[src/rtl/ifns_gbx_pkg.sv]
// ifns_gbx_pkg: shared widths and buffer sizing for the IFNS transmit gearbox
package ifns_gbx_pkg;
  localparam int IFNS_DATA_W = 22;
  localparam int IFNS_GBX_IN_W = 16;
  function automatic int gbx_buf_w(input int in_w, input int out_w);
    return in_w + out_w - 1;
  endfunction
endpackage

[src/rtl/ifns_gbx_outreg.sv]
// ifns_gbx_outreg: stage-B symbol register feeding the encoder datain
// IFNS_GBX_HOLD_EN: keep data/pad after a consume instead of clearing them
module ifns_gbx_outreg
  import ifns_gbx_pkg::*;
#(
  parameter int W = IFNS_DATA_W
) (
  input  logic         clock,
  input  logic         rst_n,
  input  logic         i_load,
  input  logic [W-1:0] i_data,
  input  logic         i_pad,
  input  logic         i_ready,
  output logic         o_valid,
  output logic [W-1:0] o_data,
  output logic         o_pad
);
  logic         r_valid;
  logic [W-1:0] r_data;
  logic         r_pad;
  always_ff @(posedge clock or negedge rst_n)
    if (!rst_n) begin
      r_valid <= 1'b0;
      r_data  <= '0;
      r_pad   <= 1'b0;
    end else if (i_load) begin
      r_valid <= 1'b1;
      r_data  <= i_data;
      r_pad   <= i_pad;
    end else if (r_valid && i_ready) begin
      r_valid <= 1'b0;
`ifdef IFNS_GBX_HOLD_EN
      r_data  <= r_data;
      r_pad   <= r_pad;
`else
      r_data  <= '0;
      r_pad   <= 1'b0;
`endif
    end
  assign o_valid = r_valid;
  assign o_data  = r_data;
  assign o_pad   = r_pad;
endmodule

[src/rtl/ifns_tx_gearbox.sv]
// ifns_tx_gearbox: packs IN_W-bit words LSB-first into OUT_W-bit encoder symbols
// Optional IFNS_GBX_HOLD_EN holds the output bus when a symbol is consumed
module ifns_tx_gearbox
  import ifns_gbx_pkg::*;
#(
  parameter int IN_W = IFNS_GBX_IN_W,
  parameter int OUT_W = IFNS_DATA_W,
  localparam int BUF_W = gbx_buf_w(IN_W, OUT_W),
  localparam int CNT_W = $clog2(BUF_W + 1)
) (
  input  logic             clock,
  input  logic             rst_n,
  input  logic             in_valid,
  output logic             in_ready,
  input  logic [IN_W-1:0]  in_data,
  input  logic             flush,
  output logic             out_valid,
  input  logic             out_ready,
  output logic [OUT_W-1:0] out_data,
  output logic             out_pad,
  output logic [CNT_W-1:0] level
);
  logic [BUF_W-1:0] r_buf, w_buf_nxt, w_in_ext;
  logic [CNT_W-1:0] r_cnt, w_cnt_nxt, w_popped;
  logic             r_flush_pend, w_push, w_b_free, w_full_pop, w_pad_pop;
  logic [OUT_W-1:0] w_pad_mask;

  assign in_ready   = (r_cnt <= CNT_W'(BUF_W - IN_W)) && !r_flush_pend;
  assign w_push     = in_valid && in_ready;
  assign w_b_free   = !out_valid || out_ready;
  assign w_full_pop = w_b_free && (r_cnt >= CNT_W'(OUT_W));
  assign w_pad_pop  = w_b_free && r_flush_pend && (r_cnt != '0) && (r_cnt < CNT_W'(OUT_W));
  assign w_popped   = w_full_pop ? CNT_W'(OUT_W) : w_pad_pop ? r_cnt : '0;
  assign w_in_ext   = BUF_W'(in_data);
  assign w_buf_nxt  = (r_buf >> w_popped) | (w_push ? w_in_ext << (r_cnt - w_popped) : '0);
  assign w_cnt_nxt  = r_cnt - w_popped + (w_push ? CNT_W'(IN_W) : '0);
  assign w_pad_mask = ~({OUT_W{1'b1}} << r_cnt);
  assign level      = r_cnt;

  // flush_pend also clears when full pops alone empty the buffer
  always_ff @(posedge clock or negedge rst_n)
    if (!rst_n) begin
      r_buf        <= '0;
      r_cnt        <= '0;
      r_flush_pend <= 1'b0;
    end else begin
      r_buf        <= w_buf_nxt;
      r_cnt        <= w_cnt_nxt;
      r_flush_pend <= r_flush_pend ? !(w_pad_pop || w_cnt_nxt == '0)
                                   : flush && (r_cnt != '0 || w_push);
    end

  ifns_gbx_outreg #(.W(OUT_W)) u_outreg (
    .clock   (clock),
    .rst_n   (rst_n),
    .i_load  (w_full_pop || w_pad_pop),
    .i_data  (w_pad_pop ? r_buf[OUT_W-1:0] & w_pad_mask : r_buf[OUT_W-1:0]),
    .i_pad   (w_pad_pop),
    .i_ready (out_ready),
    .o_valid (out_valid),
    .o_data  (out_data),
    .o_pad   (out_pad)
  );
endmodule
[config.mk]
export PLATFORM = sky130hd
export DESIGN_NAME = ifns_tx_gearbox
export DESIGN_NICKNAME = d
export VERILOG_FILES = /design/src/rtl/ifns_gbx_pkg.sv /design/src/rtl/ifns_gbx_outreg.sv /design/src/rtl/ifns_tx_gearbox.sv
export SDC_FILE = /design/constraint.sdc
export NUM_CORES = 1
export LEC_CHECK = 0
export ABC_CLOCK_PERIOD_IN_PS = 5310
export CAP_MARGIN = 10
export CORE_AREA = 2 2 125 127
export CTS_CLUSTER_DIAMETER = 50
export CTS_CLUSTER_SIZE = 20
export DETAILED_ROUTE_END_ITERATION = 10
export DIE_AREA = 0 0 127 129
export REMOVE_ABC_BUFFERS = 1
export SYNTH_ARGS = -nofsm -noshare
export SYNTH_HDL_FRONTEND = slang
export SYNTH_SLANG_ARGS = --single-unit
[constraint.sdc]
create_clock -name clock -period 5.31 [get_ports clock]
set_input_delay 0.531 -clock clock [delete_from_list [all_inputs] [get_ports clock]]
set_output_delay 0.531 -clock clock [all_outputs]
set_load 0.1 [all_outputs]
==> Yosys cells after proc, flatten, opt, wreduce, memory -nomap -nowiden <==
Index checks and enable logic that the tools add are counted.
{ "word_totals": {"reg_bits": 68, "in_bits": 21, "output_inout_bits": 31, "word_cells": 46} }
{ "classes": {"addsub": 2, "magnitude_cmp": 3, "n_shift": 3, "n_mux": 11, "bitwise": 3, "reduce_logical": 18} }
{ "op_table": {"columns": ["op", "count"], "rows": [
  ["$mux W22", 3],
  ["$mux W37", 1],
  ["$or A37 B37 Y37", 1],
  ["$shl A16 B6 Y37", 1],
  ["$shr A37 B6 Y37", 1],
  ["$and A22 B22 Y22", 1],
  ["$not A22 Y22", 1],
  ["$shl A22 B6 Y22 const A", 1],
  ["$mux W6", 2],
  ["$logic_and A1 B1 Y1", 8],
  ["$add A6 B5 Y6", 1],
  ["$ge A6 B5 Y1 const B", 1],
  ["$le A6 B5 Y1 const B", 1],
  ["$logic_not A6 Y1", 1],
  ["$lt A6 B5 Y1 const B", 1],
  ["$reduce_bool A6 Y1", 1],
  ["$sub A6 B6 Y6", 1],
  ["$mux W5", 1],
  ["$logic_or A1 B1 Y1", 4],
  ["$mux W1", 4],
  ["$logic_not A1 Y1", 3],
  ["$reduce_bool A2 Y1", 1]
]} }

==> Longest topological paths before layout <==
{ "logic_depth": {"word_depth": 13, "depth_mapped": 19, "mapped_depth_nobuf": 14} }

==> Cells and area by module <==
A second synthesis with hierarchy kept.
{ "unflattened": {"hier_cells": 801, "hier_area_um2": 6612.6} }
{ "by_module_without_submodules": {"columns": ["mod", "n_inst", "cells_each", "area_per_inst_um2", "seq_area_each_um2"], "rows": [
  ["ifns_tx_gearbox", 1, 721, 5571.6, 1101.1],
  ["ifns_gbx_outreg", 1, 80, 1041.0, 600.6]
]} }

==> Least setup slack after synthesis <==
Ideal clock, no wire load.
{ "synth_path": {"path_kind": "register to register", "startpoint": "reg r_cnt[1] (netlist: level[1])", "endpoint": "reg r_buf[18]", "setup_time_ps": 144, "t_arrival_ps": 4536, "required_time_ps": 5166, "slack_ps": 630, "stages_incl_launch_ff": 18, "path_buffers": 4, "period_less_slack_ps": 4680, "cell_sequence": "dfrtp_1 buf_6 a211oi_4 o2111ai_1 buf_2 inv_2 buf_1 ha_1 inv_1 fa_1 buf_2 mux4_2 nand2_1 o21ai_0 mux2_2 mux2_2 a22oi_1 o221ai_1"} }
{ "synth_via": {"elab_chain_cells": 9, "elab_cells_between_ends": 16, "cone_classes": "add/sub (1); order compare (3); shift (2); mux (3); bitwise (1); reduce/logical (6)"} }
{ "synth_lines": {"columns": ["item", "line", "text"], "rows": [
  ["from (decl)", "ifns_tx_gearbox.sv:24", "logic [CNT_W-1:0] r_cnt, w_cnt_nxt, w_popped;"],
  ["from (signal assigned)", "ifns_tx_gearbox.sv:48", "r_cnt <= w_cnt_nxt;"],
  ["parallel branches: the longest is 8 deep, another holds $lt A6 B5 Y1", null, null],
  ["$or A37 B37 Y37 *", "ifns_tx_gearbox.sv:35", "assign w_buf_nxt = (r_buf >> w_popped) | (w_push ? w_in_ext << (r_cnt - w_popped) : '0);"],
  ["via w_buf_nxt[18]", "ifns_tx_gearbox.sv:23", "logic [BUF_W-1:0] r_buf, w_buf_nxt, w_in_ext;"],
  ["to (signal assigned)", "ifns_tx_gearbox.sv:47", "r_buf <= w_buf_nxt;"],
  ["to (decl)", "ifns_tx_gearbox.sv:23", null]
]} }
Mark *: on every way through the listed nets, which the timed path passes.
A chain may end at the register's enable or synchronous reset.

==> Final worst setup path <==
{ "layout_path": {"startpoint": "reg r_cnt[3] (netlist: level[3])", "endpoint": "reg r_buf[18]"} }
The elaborated chain is that of the path after synthesis.

==> flow_summary.json <==
{
  "clk_latency_ns": 0.34,
  "critPathMaxStageDelay_ns": 0.91,
  "critPathArrivalTime_ns": 4.60,
  "grt_pass1_vias": 5843,
  "fin_nets": 756,
  "die_h_um": 129,
  "fill_cells": 1452,
  "antenna_found_initial": 0,
  "port_buffers": 51,
  "period_minus_slack_ns": 4.42,
  "met3_usage_pct": 4.62,
  "ff_latch_area_um2": 1700,
  "ys_seq_area_share_pct": 28.9,
  "ys_types": 76,
  "finalHoldViolations": 0,
  "cp-end-kind": "flop",
  "setup_violations": 0,
  "cap_violations": 0,
  "grt_max_degree": 69,
  "final_antenna_net_count": 0,
  "grt_first_pass_wirelength_mm": 34.2,
  "cp_slowest_cell": "fa_1",
  "path_class": "flop to flop",
  "slew_violations": 0,
  "core_area_um2": 15000,
  "synthArstFlopShare_pct": 100,
  "worst-path-max-fanout": 10,
  "antenna_cells": 0,
  "worstPathCellList": "a211oi_4, o2111ai_2, inv_2, ha_1, inv_1, fa_1, mux4_2, nand2_1, o21ai_0, mux2_2, mux2_2, a22oi_1, o221ai_1",
  "drt_iter0_drc": 820,
  "relSlewSlack_pct": 27.9,
  "place_congestion": 0.959,
  "ios": 52,
  "synth-seq-cells": 68,
  "use_met2_pct": 44.4,
  "drive_gt1_share_pct": 13.5,
  "cts_resized": 0,
  "hpwlAfterDp_mm": 16.6,
  "postCtsSetupBuffers": 0,
  "syn_area_um2": 5880,
  "synth_edf_count": 0,
  "startpoint_type": "flop",
  "cp_common_cell": "mux2_2",
  "hold_ws_ns": 0.396,
  "design_area_um2": 6870,
  "clock_skew_ns": 0.00645,
  "root_buffer": "clkbuf_16",
  "clkSinkCount": 68,
  "vias": 6070,
  "dr.pass1.iters": 7,
  "area_growth_pct": 16.8,
  "syn_avg_cell_area_um2": 8.52,
  "via_per_inst": 6.61,
  "max_clock_freq_mhz": 226,
  "rsz0062_at_grt": "no",
  "tritoncts": "yes",
  "die_area_um2": 16400,
  "h-tree-depth": 3,
  "wl_mm": 21.9,
  "cts_max_path_buffers": 2,
  "numCtsBuffers": 9,
  "worst_pin_slew_ns": 1.08,
  "wire_per_inst_um": 23.8,
  "start_util_pct": 39.3,
  "yosysWarnings": 0,
  "synthCells": 690,
  "yosys_most_used_dff": "dfrtp_1",
  "fp-row-count": 45,
  "critPathRequiredTime_ns": 5.49,
  "finalCritPeriodShare_pct": 83.2,
  "dpl_cell_area_um2": 6590,
  "cts_hold_buf": 0,
  "busiest_layer": "met2",
  "multiInputGateArea_um2": 3860,
  "min_path_type": "primary input to async pin",
  "grt_remaining_overflow": 0,
  "outcome": "finished, final reports clean",
  "grtUsageTotal_pct": 26.9,
  "drc_errors": 0,
  "path_clk_slew_ns": 0.06,
  "grt_use_met1_pct": 35.7,
  "die_w_um": 127
}
==> critical path, delay by kind of cell (launching register included) <==
kind | cells | cell delay (ns)
AO/OA/AOI/OAI | 5 | 1.12
multiplexers | 3 | 1.18
adder cells (fa/ha/maj) | 2 | 1.09
AND/OR/NAND/NOR | 1 | 0.08
flip-flops | 1 | 0.56
buffers and inverters | 2 | 0.21
==> metrics by stage <==
stage	setup TNS, ns	worst slack [ns]	cells	util (%)
6_report	0	0.891	919	45.9
5_1_grt	0	0.584	919	45.9
4_1_cts	0	0.878	919	45.9
3_5_place_dp	0	0.756	903	44.0
3_3_place_gp	0	0.874	903	44.0
2_1_floorplan	-42.05	-1.37	634	-
==> placed cells by master, fill, tap and decap left out, types with 4 or more instances in the layout <==
cell and count:
a211oi_1 10, a21oi_1 32, a221o_1 4, a22o_1 7, a22oi_1 11, a31oi_1 12, a32o_1 14, and2_1 4
buf_4 30, clkbuf_16 9, clkdlybuf4s50_1 50, dfrtp_1 68, ha_1 8, inv_1 11, mux2_2 15, mux2i_1 58
mux4_2 10, nand2_1 93, nand3_1 19, nor2_1 47, nor3_1 24, nor4_1 4, o211ai_1 15, o21ai_0 45
o221ai_1 16, o22a_1 4, o22ai_1 16, o32ai_1 5
==> sequential cells by signal (all words and copies together), names as in the netlist <==
signal / count
u_outreg.o_valid: 1
u_outreg.o_pad: 1
r_flush_pend: 1
level: 6
r_buf: 37
u_outreg.o_data: 22
==> path summary, 6_finish.rpt <==
kind                               startpoint                 end  slack [ns]  cells after the start
setup reg to reg                     level[3]           r_buf[18]        0.89                     13
max in group asynchronous               rst_n           r_buf[29]        4.35                      2
hold / removal                          rst_n      u_outreg.o_pad        0.40                      2
setup / recovery                     level[3]           r_buf[18]        0.89                     13
min in group clock         u_outreg.o_data[1]  u_outreg.o_data[1]        0.47                      2
hold reg to reg            u_outreg.o_data[1]  u_outreg.o_data[1]        0.47                      2
==> synth_stat cells, types with 7 or more instances <==
library cell	instances	share of area, %
mux2_2	15	2.9
clkbuf_1	26	1.7
a22oi_1	11	1.4
nand3_1	19	1.6
inv_1	11	0.70
o22ai_1	16	1.7
a211oi_1	10	1.3
nor3_1	24	2.0
a31oi_1	12	1.3
a32o_1	14	2.4
a22o_1	7	1.0
buf_2	16	1.4
nor2_1	47	3.0
mux2i_1	58	9.9
mux4_2	10	3.8
o21ai_0	45	3.8
nand2_1	93	5.9
o211ai_1	15	1.9
dfrtp_1	68	29
a21oi_1	33	2.8
o221ai_1	16	2.4
ha_1	8	1.7
==> logic make-up after synthesis <==
logic type      synth area share (%)
fa+ha+maj                       2.04
compound gates                  28.0
flops                           28.9
simple gates                    17.2
buf+inv                         5.87
xor+xnor                       0.745
mux                             17.2
==> metal layers <==
layer / vias up / routed length [um]
li1: 2716 / -
met3: 59 / 1610
met2: 359 / 10300
met5: - / 0
met4: 0 / 791
met1: 2936 / 9150
==> cell type report <==
class                      instances  share of cell area, %
multi-input combinational        550                   56.2
sequential                        68                   24.8
timing repair buffer              81                   10.6
clock buffer                      11                   3.53
tap                              188                   3.43
inverter                          16                  0.911
clock inverter                     5                  0.547
Power is not shown: default switching activity piles up to over one toggle a cycle in this logic, so the estimate is an artifact.
